## config.mk

```make
export PLATFORM = sky130hd
export DESIGN_NAME = board_pixel_gen
export DESIGN_NICKNAME = d
export VERILOG_FILES = /design/src/rtl/board_pixel_gen.sv
export SDC_FILE = /design/constraint.sdc
export NUM_CORES = 1
export LEC_CHECK = 0
export BUFFER_PORTS_ARGS = -buffer_cell sky130_fd_sc_hd__buf_4
export CORE_MARGIN = 3
export CORE_UTILIZATION = 30
export DETAILED_ROUTE_END_ITERATION = 8
export PLACE_DENSITY = 0.49
export SKIP_CTS_REPAIR_TIMING = 1
export SLEW_MARGIN = 20
export SYNTH_ARGS = -nofsm -noshare
export SYNTH_HDL_FRONTEND = slang
export SYNTH_SLANG_ARGS = --single-unit
```

## constraint.sdc

```tcl
create_clock -name vga_clk -period 9.07 [get_ports vga_clk]
set_input_delay 0.907 -clock vga_clk [delete_from_list [all_inputs] [get_ports vga_clk]]
set_output_delay 0.907 -clock vga_clk [all_outputs]
set_load 0.03 [all_outputs]
```

## src/rtl/board_pixel_gen.sv

```systemverilog
// board_pixel_gen: pixel source for the VGA controller. It draws a 15x15
// Gomoku board with a wood background, grid lines, black and white stones
// and a red frame around the cursor cell.
//
// There are three pipeline stages:
//   S1 registers the scan position and issues the board RAM address.
//   S2 captures the RAM data (1-cycle latency) and the stone-hit test.
//   S3 registers the final colour.
//
// Optional macro CURSOR_BLINK_EN: when defined, the cursor frame blinks every
// BLINK_FRAMES frames. When undefined, the frame is drawn on every frame.
module board_pixel_gen #(
    parameter int X0           = 80,
    parameter int Y0           = 0,
    parameter int STONE_R      = 13,
    parameter int BLINK_FRAMES = 30
) (
    input  logic        vga_clk,
    input  logic        rst,
    input  logic [8:0]  row_addr,
    input  logic [9:0]  col_addr,
    input  logic        rdn,
    input  logic [3:0]  cur_x,
    input  logic [3:0]  cur_y,
    output logic [7:0]  brd_addr,
    input  logic [1:0]  brd_data,
    output logic [11:0] d_out
);

    localparam logic [10:0] BOARD_PX = 11'd480;
    localparam logic [10:0] STONE_R2 = 11'(STONE_R * STONE_R);

    // Positions left of or above the board wrap to large values, so a single
    // unsigned compare per axis gives the in-board test.
    logic [10:0] col_rel;
    logic [10:0] row_rel;
    logic        in_board;
    logic [4:0]  cx;
    logic [4:0]  cy;
    logic [7:0]  cell_addr;
    logic        cur_ok;
    logic        cur_hit;

    assign col_rel  = {1'b0, col_addr} - 11'(X0);
    assign row_rel  = {2'b00, row_addr} - 11'(Y0);
    assign in_board = (col_rel < BOARD_PX) && (row_rel < BOARD_PX);
    assign cx       = col_rel[9:5];
    assign cy       = row_rel[9:5];

    // cy*15 + cx written as (cy<<4) - cy + cx. Inside the board cy <= 14,
    // so the top bit of cy is not needed for the shifted term.
    assign cell_addr = {cy[3:0], 4'b0000} - {3'b000, cy} + {3'b000, cx};

    assign cur_ok  = (cur_x <= 4'd14) && (cur_y <= 4'd14);
    assign cur_hit = in_board && cur_ok &&
                     (cx == {1'b0, cur_x}) && (cy == {1'b0, cur_y});

    logic       s1_valid;
    logic       s1_inb;
    logic       s1_cur;
    logic [4:0] s1_ox;
    logic [4:0] s1_oy;

    // S1: latch the scan position and present the board RAM address.
    always_ff @(posedge vga_clk) begin
        if (rst) begin
            s1_valid <= 1'b0;
            s1_inb   <= 1'b0;
            s1_cur   <= 1'b0;
            s1_ox    <= 5'd0;
            s1_oy    <= 5'd0;
            brd_addr <= 8'd0;
        end else begin
            s1_valid <= ~rdn;
            s1_inb   <= in_board;
            s1_cur   <= cur_hit;
            s1_ox    <= col_rel[4:0];
            s1_oy    <= row_rel[4:0];
            brd_addr <= in_board ? cell_addr : 8'd0;
        end
    end

    // The stone test measures the distance from the cell centre at offset 16.
    logic [4:0]  dx;
    logic [4:0]  dy;
    logic [9:0]  sq_x;
    logic [9:0]  sq_y;
    logic [10:0] dist2;
    logic        stone_hit;
    logic        on_border;
    logic        on_grid;

    assign dx        = s1_ox[4] ? (s1_ox - 5'd16) : (5'd16 - s1_ox);
    assign dy        = s1_oy[4] ? (s1_oy - 5'd16) : (5'd16 - s1_oy);
    assign sq_x      = {5'b00000, dx} * {5'b00000, dx};
    assign sq_y      = {5'b00000, dy} * {5'b00000, dy};
    assign dist2     = {1'b0, sq_x} + {1'b0, sq_y};
    assign stone_hit = dist2 < STONE_R2;
    assign on_border = s1_cur &&
                       ((s1_ox <= 5'd1) || (s1_ox >= 5'd30) ||
                        (s1_oy <= 5'd1) || (s1_oy >= 5'd30));
    assign on_grid   = (s1_ox == 5'd16) || (s1_oy == 5'd16);

    logic       s2_valid;
    logic       s2_inb;
    logic       s2_border;
    logic       s2_hit;
    logic       s2_grid;
    logic [1:0] s2_code;

    // S2: capture the RAM data together with the per-pixel geometry flags.
    always_ff @(posedge vga_clk) begin
        if (rst) begin
            s2_valid  <= 1'b0;
            s2_inb    <= 1'b0;
            s2_border <= 1'b0;
            s2_hit    <= 1'b0;
            s2_grid   <= 1'b0;
            s2_code   <= 2'b00;
        end else begin
            s2_valid  <= s1_valid;
            s2_inb    <= s1_inb;
            s2_border <= on_border;
            s2_hit    <= stone_hit;
            s2_grid   <= on_grid;
            s2_code   <= brd_data;
        end
    end

    logic show_cursor;

`ifdef CURSOR_BLINK_EN
    logic       frame_tick;
    logic [7:0] blink_cnt;
    logic       blink_on;

    assign frame_tick  = ~rdn && (row_addr == 9'd479) && (col_addr == 10'd639);
    assign show_cursor = blink_on;

    // Count frames and flip the cursor phase every BLINK_FRAMES frames.
    always_ff @(posedge vga_clk) begin
        if (rst) begin
            blink_cnt <= 8'd0;
            blink_on  <= 1'b1;
        end else if (frame_tick) begin
            if (blink_cnt == 8'(BLINK_FRAMES - 1)) begin
                blink_cnt <= 8'd0;
                blink_on  <= ~blink_on;
            end else begin
                blink_cnt <= blink_cnt + 8'd1;
            end
        end
    end
`else
    assign show_cursor = 1'b1;
`endif

    // S3: pick the colour by priority and register it for the controller.
    always_ff @(posedge vga_clk) begin
        if (rst) begin
            d_out <= 12'h000;
        end else if (!s2_valid) begin
            d_out <= 12'h000;
        end else if (!s2_inb) begin
            d_out <= 12'h222;
        end else if (s2_border && show_cursor) begin
            d_out <= 12'h00F;
        end else if (s2_hit && (s2_code == 2'b01)) begin
            d_out <= 12'h000;
        end else if (s2_hit && (s2_code == 2'b10)) begin
            d_out <= 12'hFFF;
        end else if (s2_grid) begin
            d_out <= 12'h000;
        end else begin
            d_out <= 12'h49D;
        end
    end

endmodule
```

==> impl_metrics.toml <==
[pwr]
switching_share_pct = 41.4
cellInternalPower_uw = 353
switching_power_uw = 250
power_density_nw_per_um2 = 168
clkPwrFrac_pct = 18.3
pwr-share-seq_pct = 26.7
vdd_ir_drop_max_mv = 0.0550
power_frac_comb_pct = 55.1
leakagePower_uw = 0.00183

[critical_path]
worst-path-buf-inv = 4
slowest_delay_ps = 550
required_ps = 9250
crit_fanout = 6
path_class = "flip-flop to flip-flop"
crit_arrival_ps = 5860
r2r_slack_ps = 3390
crit_chain = "inv_1 > ha_1 > nor4b_1 > nand2_1 > inv_1 > fa_1 > fa_1 > inv_1 > fa_1 > inv_1 > fa_1 > fa_1 > ha_1 > a21o_1 > a21oi_2 > xnor2_1 > a211o_1 > a2111oi_2"
crit_top_cell = "fa_1"
endpoint_kind = "flip-flop"
crit_family = "adder cells"
cpMaxStageDelayCell = "fa_1"
cp-start-kind = "flip-flop"

[placement]
place_hpwl_um = 5390
placed_area_um2 = 3500
placed_cells = 514
port_buffers = 51
gp_congestion = 0.825

[synth]
synth_warnings = 0
async_reset_ff_share_pct = 0
netlist_top_cells_area = "dfxtp_1 (22%), ha_1 (19%), fa_1 (15%)"
synth_common_cells = "inv_1 (53), ha_1 (46), nor2_1 (39)"
syn-instance-count = 343
yosys_register_bits = 33
synth_top_cell_by_area = "dfxtp_1"
ys_seq_area_share_pct = 21.9
postSynthAreaPerCell_um2 = 8.78
synthFlopType = "dfxtp_1"
synth_edf_count = 0
synth_most_common_cell = "inv_1"
syn_area_um2 = 3010
synth.distinct_cells = 45
synth_top_area_share_pct = 21.9

[floorplan]
die_h_um = 106
core_area_um2 = 9500
ioPinCount = 52
die_area_um2 = 11300
start_util_pct = 31.7
die_w_um = 106
rows = 35

[layout]
num_antenna_cells = 0
final_cells = 522
layout-drive-gt1-share_pct = 16.5
nFillCells = 1003
design_area_um2 = 3580
ff_latch_area_um2 = 661
area_delta_synth_final_pct = 18.9
fin_util_pct = 37.7
multi_input_area_um2 = 2090
nets = 492

[routing]
dr_total_vias = 2339
dr.pass1.iters = 4
ant_nets = 0
vias_per_cell = 4.48
drtIter0Drc = 51
wirelength_um = 6300
routedWlPerCell_um = 12.1
drc = 0

[sta]
rsz0062_at_grt = "false"
setup_viol = 0
tightest_slew_ps = 609
skew_ps = 1.12
maxClockFrequency_mhz = 176
timing.final.crit_share_pct = 62.6
period_needed_ps = 5680
slew_violations = 0
tns_ps = 0
slew_headroom_pct = 58.9
finalHoldViolCount = 0

[cts]
cts_tree = "built"
htreeDepth = 2
clk_latency_ps = 280
clock-sinks = 33
clk_pin_slew_ps = 70
cts_buffers = 5
cts_max_path_buffers = 2
ctsRootBufferMaster = "clkbuf_8"

[grt]
grt_antenna_before_repair = 0
grt_pass1_wl_um = 11200
grt.total_usage_pct = 12.2
grt-ovfl-total = 0
grt_pass1_vias = 2439
grt_max_degree = 21

[hold_path]
min_path_type = "flip-flop to flip-flop"

[run]
drv_cap = 0

[run_status]
status = "completed"
## placed cells by master, fill, tap and decap left out, types with 2 or more instances in the layout
master | Yosys | routed
conb_1 | 1 | 3
o211ai_1 | 2 | 2
o21ai_0 | 7 | 7
xnor2_1 | 11 | 11
nor3b_1 | 3 | 3
a21o_1 | 5 | 5
o2111ai_1 | 2 | 2
nand2_1 | 18 | 18
nor2b_1 | 19 | 19
mux2i_1 | 3 | 3
nor4_1 | 2 | 2
fa_1 | 22 | 22
dfxtp_1 | 33 | 33
a31oi_1 | 2 | 2
nor2_1 | 39 | 39
and2_1 | 3 | 3
a21oi_2 | 2 | 2
nand3_1 | 6 | 6
o31ai_1 | 3 | 3
a2111oi_2 | 2 | 2
clkinv_2 | 0 | 2
clkbuf_8 | 0 | 5
xor2_1 | 11 | 11
buf_4 | 7 | 51
nor3_1 | 6 | 6
ha_1 | 46 | 46
a21oi_1 | 13 | 13
inv_1 | 53 | 53
## worst paths after layout
path                  endpoint  cells after the start                start
max          s2_hit$_SDFF_PP0_                     18  s1_oy[0]$_SDFF_PP0_
min          s2_inb$_SDFF_PP0_                      1    s1_inb$_SDFF_PP0_
max reg2reg  s2_hit$_SDFF_PP0_                     18  s1_oy[0]$_SDFF_PP0_
min reg2reg  s2_inb$_SDFF_PP0_                      1    s1_inb$_SDFF_PP0_
## stage by stage
stage	total power, µW	hold slack (ps)	setup slack (ps)
global route	677	473	2990
detailed placement	495	424	3350
CTS	612	443	3330
global placement	493	416	3520
floorplan	421	414	3800
finish	603	438	3390
## per-layer routing
layer / GRT usage, % / vias up / share of wire [%]
met3: 1.52 / 2 / 2.9
met1: 16.1 / 1079 / 49
met2: 20.5 / 42 / 47
met5: 0 / - / 0
li1: - / 1216 / -
met4: 3.89 / 0 / 1.0
## sequential cells by signal, summed over array words and instances, names as in the netlist, 2 cells and up
signal	flops
brd_addr	8
d_out	5
s1_ox	5
s1_oy	5
s2_code	2
## area by class of cell
class,instances,share of cell area [%]
inverter,53,5.55
clock buffer,5,1.92
timing repair buffer,51,10.7
tap,129,4.50
sequential,33,18.4
clock inverter,3,0.489
multi-input combinational,248,58.4
## worst register-to-register path: cells and delay by family, from the launching register on
kind,cells,cell delay (ps)
adder cells (fa/ha/maj),7,3040
AO/OA/AOI/OAI,4,1010
AND/OR/NAND/NOR,2,710
flip-flops,1,380
buffers and inverters,4,370
XOR/XNOR,1,90
## cells by family after synthesis
family | share of synthesized area (%)
AOI/OAI and AO/OA | 11.5
xor gates and xnor gates | 6.40
adders and majority gates | 33.7
buffers and inverters | 8.85
DFF | 21.9
muxes | 0.997
other | 0.124
and+or+nand+nor | 16.5
## power by group through the flow
| stage | Sequential [µW] | Clock [µW] | Combinational [µW] |
|---|---|---|---|
| 6_report | 161 | 110 | 332 |
| 5_1_grt | 162 | 125 | 390 |
| 4_1_cts | 161 | 116 | 336 |
| 3_5_place_dp | 164 | 0 | 331 |
| 3_3_place_gp | 164 | 0 | 329 |
| 2_1_floorplan | 170 | 0 | 250 |
(Power assumes the default switching activity.)
